### config.mk
export PLATFORM = sky130hd
export DESIGN_NAME = adapter_4_to_1_synth
export DESIGN_NICKNAME = d
export VERILOG_FILES = /design/src/rtl/adapter_4_to_1_synth.sv
export SDC_FILE = /design/constraint.sdc
export NUM_CORES = 1
export LEC_CHECK = 0
export BUFFER_PORTS_ARGS = -buffer_cell sky130_fd_sc_hd__buf_4
export CORE_UTILIZATION = 56
export CTS_CLUSTER_DIAMETER = 150
export DETAILED_ROUTE_END_ITERATION = 12
export GPL_TIMING_DRIVEN = 0
export PLACE_DENSITY = 0.86
export SLEW_MARGIN = 10
export SYNTH_ARGS = -nofsm -noshare
export SYNTH_HDL_FRONTEND = slang
export SYNTH_SLANG_ARGS = --single-unit
### constraint.sdc
create_clock -name clk -period 7.5 [get_ports clk]
set_input_delay 2.25 -clock clk [delete_from_list [all_inputs] [get_ports clk]]
set_output_delay 2.25 -clock clk [all_outputs]
set_load 0.05 [all_outputs]
### src/rtl/adapter_4_to_1_synth.sv
`timescale 1ns/1ps
// Four-lane to one-lane width adapter: combinational packed bus plus a
// registered valid/ready serializer that emits each captured word lane 0..3.
module adapter_4_to_1_synth #(
    parameter int DATA_WIDTH = 16,
    parameter int N_INPUTS   = 4
) (
    input  logic                           clk,
    input  logic                           reset,
    input  logic [DATA_WIDTH-1:0]          r0,
    input  logic [DATA_WIDTH-1:0]          r1,
    input  logic [DATA_WIDTH-1:0]          r2,
    input  logic [DATA_WIDTH-1:0]          r3,
    output logic [N_INPUTS*DATA_WIDTH-1:0] r,
    input  logic                           in_valid,
    output logic                           in_ready,
    output logic [DATA_WIDTH-1:0]          out_data,
    output logic [1:0]                     out_lane,
    output logic                           out_valid,
    input  logic                           out_ready
);

    typedef enum logic {IDLE, SEND} state_t;

    state_t                      state, stateNext;
    logic [3:0][DATA_WIDTH-1:0]  hold, holdNext;
    logic [DATA_WIDTH-1:0]       dataNext;
    logic [1:0]                  laneNext;
    logic                        validNext;
    logic                        lastAccept;

    assign r = {r3, r2, r1, r0};

    // A word may be taken in the same edge that the last lane of the previous one leaves.
    assign lastAccept = out_valid && out_ready && (out_lane == 2'd3);
    assign in_ready   = (state == IDLE) || lastAccept;

    always_comb begin
        stateNext = state;
        holdNext  = hold;
        dataNext  = out_data;
        laneNext  = out_lane;
        validNext = out_valid;
        unique case (state)
            IDLE: begin
                if (in_valid) begin
                    holdNext  = {r3, r2, r1, r0};
                    dataNext  = r0;
                    laneNext  = 2'd0;
                    validNext = 1'b1;
                    stateNext = SEND;
                end
            end
            SEND: begin
                if (out_ready) begin
                    if (out_lane != 2'd3) begin
                        laneNext = out_lane + 2'd1;
                        dataNext = hold[out_lane + 2'd1];
                    end else if (in_valid) begin
                        holdNext  = {r3, r2, r1, r0};
                        dataNext  = r0;
                        laneNext  = 2'd0;
                        validNext = 1'b1;
                    end else begin
                        validNext = 1'b0;
                        stateNext = IDLE;
                    end
                end
            end
            default: stateNext = IDLE;
        endcase
    end

    always_ff @(posedge clk or posedge reset) begin
        if (reset) begin
            state     <= IDLE;
            hold      <= '0;
            out_data  <= '0;
            out_lane  <= '0;
            out_valid <= 1'b0;
        end else begin
            state     <= stateNext;
            hold      <= holdNext;
            out_data  <= dataNext;
            out_lane  <= laneNext;
            out_valid <= validNext;
        end
    end

endmodule

==> results of run 1 <==
-- layout by cell type (no fill, tap or decap), types with 5 or more instances in the layout --
| cell type | n |
|---|---|
| a21o_1 | 16 |
| o22ai_1 | 16 |
| nor2_1 | 31 |
| mux2_2 | 5 |
| buf_12 | 6 |
| mux2i_1 | 32 |
| clkbuf_1 | 5 |
| a31oi_1 | 14 |
| buf_2 | 6 |
| o21ai_0 | 15 |
| clkbuf_8 | 9 |
| dfrtp_1 | 84 |
| mux2_4 | 60 |
| inv_1 | 14 |
| buf_4 | 218 |
-- cells by family after synthesis --
| logic type | after synthesis | share of synthesized area (%) |
|---|---|---|
| buf+inv | 103 | 15.98 |
| fa+ha+maj | 2 | 0.5155 |
| flops | 84 | 43.31 |
| compound gates | 66 | 8.868 |
| simple gates | 45 | 5.001 |
| mux | 97 | 26.32 |
-- power by group through the flow --
stage / clock network, mW / logic [mW] / registers, mW
after floorplan: 0 / 0.819 / 0.967
after global placement: 0 / 1.24 / 0.825
after detailed placement: 0 / 1.28 / 0.838
after CTS: 0.318 / 1.29 / 0.833
after global routing: 0.336 / 1.36 / 0.860
final: 0.316 / 1.29 / 0.838
-- critical path, delay by kind of cell --
kind / cells / cell delay [ns]
buffers and inverters: 4 / 0.72
AND/OR/NAND/NOR: 2 / 0.21
-- metal layers --
layer  global-route usage [%]  vias up
li1                         -     1641
met1                    33.89     1798
met2                    47.32      186
met3                    5.582       26
met4                    11.87        0
met5                        0        -
-- area by class of cell --
| class | instances | area, sq um | area share [%] |
|---|---|---|---|
| plain buffers | 88 | 719.4 | 11.37 |
| clock buffers | 12 | 135.1 | 2.136 |
| clock inverters | 4 | 50.05 | 0.7911 |
| inverters | 15 | 58.81 | 0.9296 |
| multi-input cells | 210 | 1976 | 31.23 |
| flip-flops and latches | 84 | 2102 | 33.23 |
| well taps | 105 | 131.4 | 2.077 |
| repair buffers | 151 | 1154 | 18.24 |
-- through the flow --
| step | instances | area [sq um] | setup WS (ns) |
|---|---|---|---|
| 2_1_floorplan | 397 | 4853 | 2.262 |
| 3_3_place_gp | 652 | 6111 | 2.093 |
| 3_5_place_dp | 653 | 6141 | 2.092 |
| 4_1_cts | 669 | 6326 | 2.090 |
| 5_1_grt | 669 | 6326 | 1.997 |
| 6_report | 669 | 6326 | 2.062 |
-- state kept, by name (all words and copies together), names as in the netlist --
name,count
hold,64
out_data,16
out_lane,2
out_valid,1
state,1
-- worst paths after layout --
| path | cells after the start | startpoint | endpoint | slack, ns |
|---|---|---|---|---|
| min | 1 | hold[9] | hold[9] | 0.51 |
| max in group asynchronous | 3 | reset | out_data[2] | 5.01 |
| max reg2reg | 5 | out_lane[1] | out_data[8] | 5.60 |
| min in group asynchronous | 2 | reset | hold[8] | 1.89 |
| max | 6 | out_ready | in_ready | 2.06 |
| min reg2reg | 1 | hold[9] | hold[9] | 0.51 |
==> impl_results.md, run 1 <==
* Tot Pwr at 2.442 mW
* Mapped Area at 0.004853 sq mm
* Combinational share of power at 52.7%
* Clock share of power at 13.0%
* Top cells by count, synth: dfrtp_1 (84), buf_4 (68), mux2_4 (60), mux2i_1 (32), nor2_1 (31)
* Syn nets at 467
* H-tree levels at 3
* N_diodes at 0
* Critical path capture point type: output port
* Syn Inst Count at 397
* Max layer used: met4
* TritonCTS buffer count at 9
* Status: finished clean
* Iteration-0 DRC count of the detailed router at 150
* Ys flop type: dfrtp_1
* Int Pwr at 1.473 mW
* PostCTS Resize Cnt at 0
* Number of distinct library cells after synthesis at 33
* Static Leak at 3.459 nW
* Delay of the slowest cell on the worst path at 0.25 ns
* Worst clock skew at 0.009341 ns
* CP cell instances: buf_4 -> buf_6 -> buf_2 -> nand3_1 -> nand2_1 -> buf_4
* Count leader, synth: dfrtp_1
* Max IR drop VDD at 195.8 uV
* Switching fraction of total power at 39.70%
* Met1 Routed Length at 4655 um
* Crit path max-delay cell type: buf_2
* Clock buffer depth at 2
* Critical Path Start Type: primary input
* Sw Pwr at 0.9696 mW
* Met3 routed WL at 827 um
* Clock latency on the worst-skew pair at 0.35 ns
* Clock Pin Slew Worst Setup and Hold Paths at 0.08 ns
* Critical setup path kind: primary input to output port
* GRT Residual Overflow at 0
* Die ar. at 0.009043 sq mm
* Final nets at 629
* RSZ-0062 raised after global routing: false
* # IOs at 152
* HP Class: flop to flop
* Register area share after synthesis at 43.31%
* Root Buffer Master: clkbuf_8
* Fill cells at 555
* Die span in x at 95.10 um
* CP Data Required Time at 5.25 ns
* Final min period at 5.438 ns
* Worst slew margin at 59.48%
* CTS sink count at 84
* Router iterations before antenna repair at 5
* Drt total wl at 11870 um
* Post-CTS Setup Inserts at 0
* Layout cell share with drive strength beyond 1 at 56.74%
* Final setup violation count at 0
* Yosys warns at 0
* Final period util at 72.50%
* Placer Congestion at 0.8103
* Area contributors post-synth: dfrtp_1 (43%), mux2_4 (19%), buf_4 (11%)
* Residual DRC at 0
* # hold bufs at CTS at 0
* Max_cap viols at 0
* Synth Area per Inst at 12.23 sq um
* Setup TNS at 0 ns
* Top cell type's share of synthesized area at 43.31%
* IO buf count at 150
* Number of synthesized flops with an enable pin at 0
* TritonCTS clock tree: built
* Layout Utilization at 76.22%
* Largest net degree at the start of global routing at 55
* Power density cells at 386.1 mW/mm^2
* Asr flop ratio synth at 100.0%
* # rows at 33
* GRT Total Usage at 27.68%
* Die Ht at 95.10 um
* Post-DR wirelength/cell at 17.74 um
* Most used cell, CP: buf_4
* Worst slew pin tran at 0.6078 ns
* Via density at 5.457
* First-pass GRT wire length at 18640 um
* Vias at 3651
* Final Hold Slack at 0.5096 ns
* Max Slew Vio Count at 0
* Sequential power share at 34.3%
* WP data arrival at 3.19 ns
* ANT nets after route at 0
* Syn-to-layout area delta at 30.34%
* Max frequency at 0.1839 GHz
* Number of global-route vias before repair at 3739
* DP HPWL at 8465 um
* Initial antenna violation count at 0
* Core area at 0.008299 sq mm
* Yosys reg bits at 84
* Starting Density at 58.48%
* CP max FO at 10
* Final Hold Fails at 0
* Cell taking the most area after synthesis: dfrtp_1
* Metal2 WL at 6070 um
(Power assumes the default switching activity.)
==> run 2, diff against run 1 <==
--- a/config.mk
+++ b/config.mk
@@ -6,11 +6,11 @@
 export NUM_CORES = 1
 export LEC_CHECK = 0
 export BUFFER_PORTS_ARGS = -buffer_cell sky130_fd_sc_hd__buf_4
-export CORE_UTILIZATION = 56
+export CORE_UTILIZATION = 52
 export CTS_CLUSTER_DIAMETER = 150
 export DETAILED_ROUTE_END_ITERATION = 12
 export GPL_TIMING_DRIVEN = 0
-export PLACE_DENSITY = 0.86
+export PLACE_DENSITY = 0.81
 export SLEW_MARGIN = 10
 export SYNTH_ARGS = -nofsm -noshare
 export SYNTH_HDL_FRONTEND = slang
==> constraint.sdc (replaced) <==
create_clock -name clk -period 5.4 [get_ports clk]
set_input_delay 1.62 -clock clk [delete_from_list [all_inputs] [get_ports clk]]
set_output_delay 1.62 -clock clk [all_outputs]
set_load 0.05 [all_outputs]
==> impl_results.md, run 2 (same netlist as run 1, synthesis figures left out) <==
* Worst R2R Path Depth at 6 (was 5)
* Delay of the slowest cell on the worst path at 0.25 ns (about the same)
* CP max FO at 10 (unchanged)
* First-pass GRT wire length at 18620 um (was 18640 um)
* # rows at 34 (was 33)
* # IOs at 152 (unchanged)
* Combinational share of power at 52.8% (was 52.7%)
* Sequential power share at 34.7% (was 34.3%)
* Via density at 5.249 (was 5.457)
* Largest Register: hold (unchanged)
* Post-DR wirelength/cell at 16.98 um (was 17.74 um)
* Critical setup path kind: primary input to output port (unchanged)
* Reg2reg end: out_data[1] (was out_data[8])
* Max Slew Vio Count at 0 (unchanged)
* RSZ-0062 raised after global routing: false (unchanged)
* Final Hold Fails at 0 (unchanged)
* Int Pwr at 2.014 mW (was 1.473 mW)
* GRT Total Usage at 24.91% (was 27.68%)
* Clock share of power at 12.6% (was 13.0%)
* Most used cell, CP: buf_4 (unchanged)
* Router iterations before antenna repair at 4 (was 5)
* Drt total wl at 11410 um (was 11870 um)
* Die span in x at 98.61 um (was 95.10 um)
* Worst r2r src: out_lane[1] (unchanged)
* Most common cell after layout, fill and taps aside: buf_4 (unchanged)
* IO buf count at 150 (unchanged)
* Hold endpoint: hold[7] (was hold[9])
* CP Data Required Time at 3.78 ns (was 5.25 ns)
* Final min period at 4.179 ns
* Crit path max-delay cell type: buf_2 (unchanged)
* Number of global-route vias before repair at 3765 (was 3739)
* Post-Place Worst Slack at 1.239 ns (was 2.092 ns)
* Die Ht at 98.61 um (was 95.10 um)
* H-tree levels at 3 (unchanged)
* Final nets at 629 (unchanged)
* Sw Pwr at 1.344 mW (was 0.9696 mW)
* TritonCTS clock tree: built (unchanged)
* DP Area at 0.006145 sq mm (was 0.006141 sq mm)
* Clock buffer depth at 2 (unchanged)
* Root Buffer Master: clkbuf_8 (unchanged)
* Static Leak at 3.462 nW (was 3.459 nW)
* Critical path capture point type: output port (unchanged)
* # hold bufs at CTS at 0 (unchanged)
* Worst clock skew at 0.009649 ns (was 0.009341 ns)
* Design Area, Final at 0.006329 sq mm (was 0.006326 sq mm)
* Initial antenna violation count at 0 (unchanged)
* CP top delay family: buffers and inverters (unchanged)
* Post-CTS Setup Inserts at 0 (unchanged)
* CTS sink count at 84 (unchanged)
* Status: finished clean (unchanged)
* Starting Density at 54.59% (was 58.48%)
* Max reg flops at 64 (unchanged)
* PostCTS Resize Cnt at 0 (unchanged)
* Syn-to-layout area delta at 30.39% (was 30.34%)
* Layout cell share with drive strength beyond 1 at 57.27% (was 56.74%)
* R2r setup slk at 3.59 ns (was 5.60 ns)
* Final setup violation count at 0 (unchanged)
* Core area at 0.008891 sq mm (was 0.008299 sq mm)
* DP HPWL at 8503 um (was 8465 um)
* Final period util at 77.39%
* Largest net degree at the start of global routing at 55 (unchanged)
* Largest registers: hold x64, out_data x16, out_lane x2 (unchanged)
* Max frequency at 0.2393 GHz
* Residual DRC at 0 (unchanged)
* Max IR drop VDD at 251.6 uV (was 195.8 uV)
* Worst slew pin tran at 0.5407 ns (was 0.6078 ns)
* Iteration-0 DRC count of the detailed router at 148 (was 150)
* Clock Pin Slew Worst Setup and Hold Paths at 0.09 ns (was 0.08 ns)
* Worst hold start: hold[7] (was hold[9])
* Power density cells at 530.7 mW/mm^2 (was 386.1 mW/mm^2)
* TritonCTS buffer count at 9 (unchanged)
* ANT nets after route at 0 (unchanged)
* Clock latency on the worst-skew pair at 0.36 ns (was 0.35 ns)
* HP Class: flop to flop (unchanged)
* Most frequent cells in the layout: buf_4 (218), dfrtp_1 (84), mux2_4 (60) (unchanged)
* Critical Path Start Type: primary input (unchanged)
* GRT Residual Overflow at 0 (unchanged)
* Max_cap viols at 0 (unchanged)
* Setup TNS at 0 ns (unchanged)
* WHS Path Cells at 1 (unchanged)
* N_diodes at 0 (unchanged)
* Switching fraction of total power at 40.03% (was 39.70%)
* Die ar. at 0.009724 sq mm (was 0.009043 sq mm)
* WP data arrival at 2.56 ns (was 3.19 ns)
* CP cell instances: buf_4 -> buf_6 -> buf_2 -> nand3_1 -> nand2_1 -> buf_4 (unchanged)
* Worst slew margin at 63.95% (was 59.48%)
* WP buf/inv at 4 (unchanged)
* Final setup margin at 1.221 ns (was 2.062 ns)
* Placer Congestion at 0.8111 (was 0.8103)
* Vias at 3527 (was 3651)
run 2: changes by cell type in the layout (fill, tap and decap cells not counted), sizes merged:
| cell | before | now |
|---|---|---|
| bufinv | 1 | 0 |
| clkinv | 1 | 2 |
| inv | 15 | 17 |
| clkbuf | 16 | 14 |
run 2: power by group through the flow:
stage               Sequential, mW  Clock [mW]  Combinational (mW)
floorplan                     1.34           0                1.14
global placement              1.15           0                1.72
detailed placement            1.17           0                1.78
CTS                           1.16       0.429                1.78
global route                  1.20       0.454                1.88
finish                        1.16       0.422                1.77
run 2: per-stage QoR:
step	power (mW)	std cells	hold slack [ns]	util, %
final	3.359	672	0.5180	71.18
after global routing	3.536	672	0.5284	71.18
after CTS	3.370	672	0.5149	71.18
after detailed placement	2.945	656	0.4932	69.11
after global placement	2.869	655	0.4863	68.77
after floorplan	2.480	397	0.4791	-
run 2: final cells by class:
| class | instances | area [sq um] |
|---|---|---|
| Fill cell | 612 | 2562 |
| Clock inverter | 6 | 46.29 |
| Timing Repair Buffer | 151 | 1154 |
| Tap cell | 108 | 135.1 |
| Buffer | 88 | 719.4 |
| Inverter | 15 | 58.81 |
| Sequential cell | 84 | 2102 |
| Clock buffer | 10 | 137.6 |
| Multi-Input combinational cell | 210 | 1976 |
run 2: worst register-to-register path, stage by stage, from the launching register on:
cell	delay [ns]
dfrtp_1	0.44
ha_1	0.38
nand4bb_1	0.14
clkbuf_2	0.21
buf_4	0.23
o22ai_1	0.11
a31o_1	0.19
run 2: worst max-delay path by stage:
stage,start,depth (start not counted),end,slack [ns]
floorplan,out_ready,4,in_ready,1.42
global placement,reset,2,hold[47],0.64
detailed placement,out_ready,6,in_ready,1.24
CTS,out_ready,6,in_ready,1.23
global route,out_ready,6,in_ready,1.15
finish,out_ready,6,in_ready,1.22
run 2: metal layers:
layer / global-route usage (%) / routed length [um]
met1: 30.54 / 4625
met2: 43.66 / 5879
met3: 5.532 / 737
met4: 8.266 / 172
met5: 0 / 0
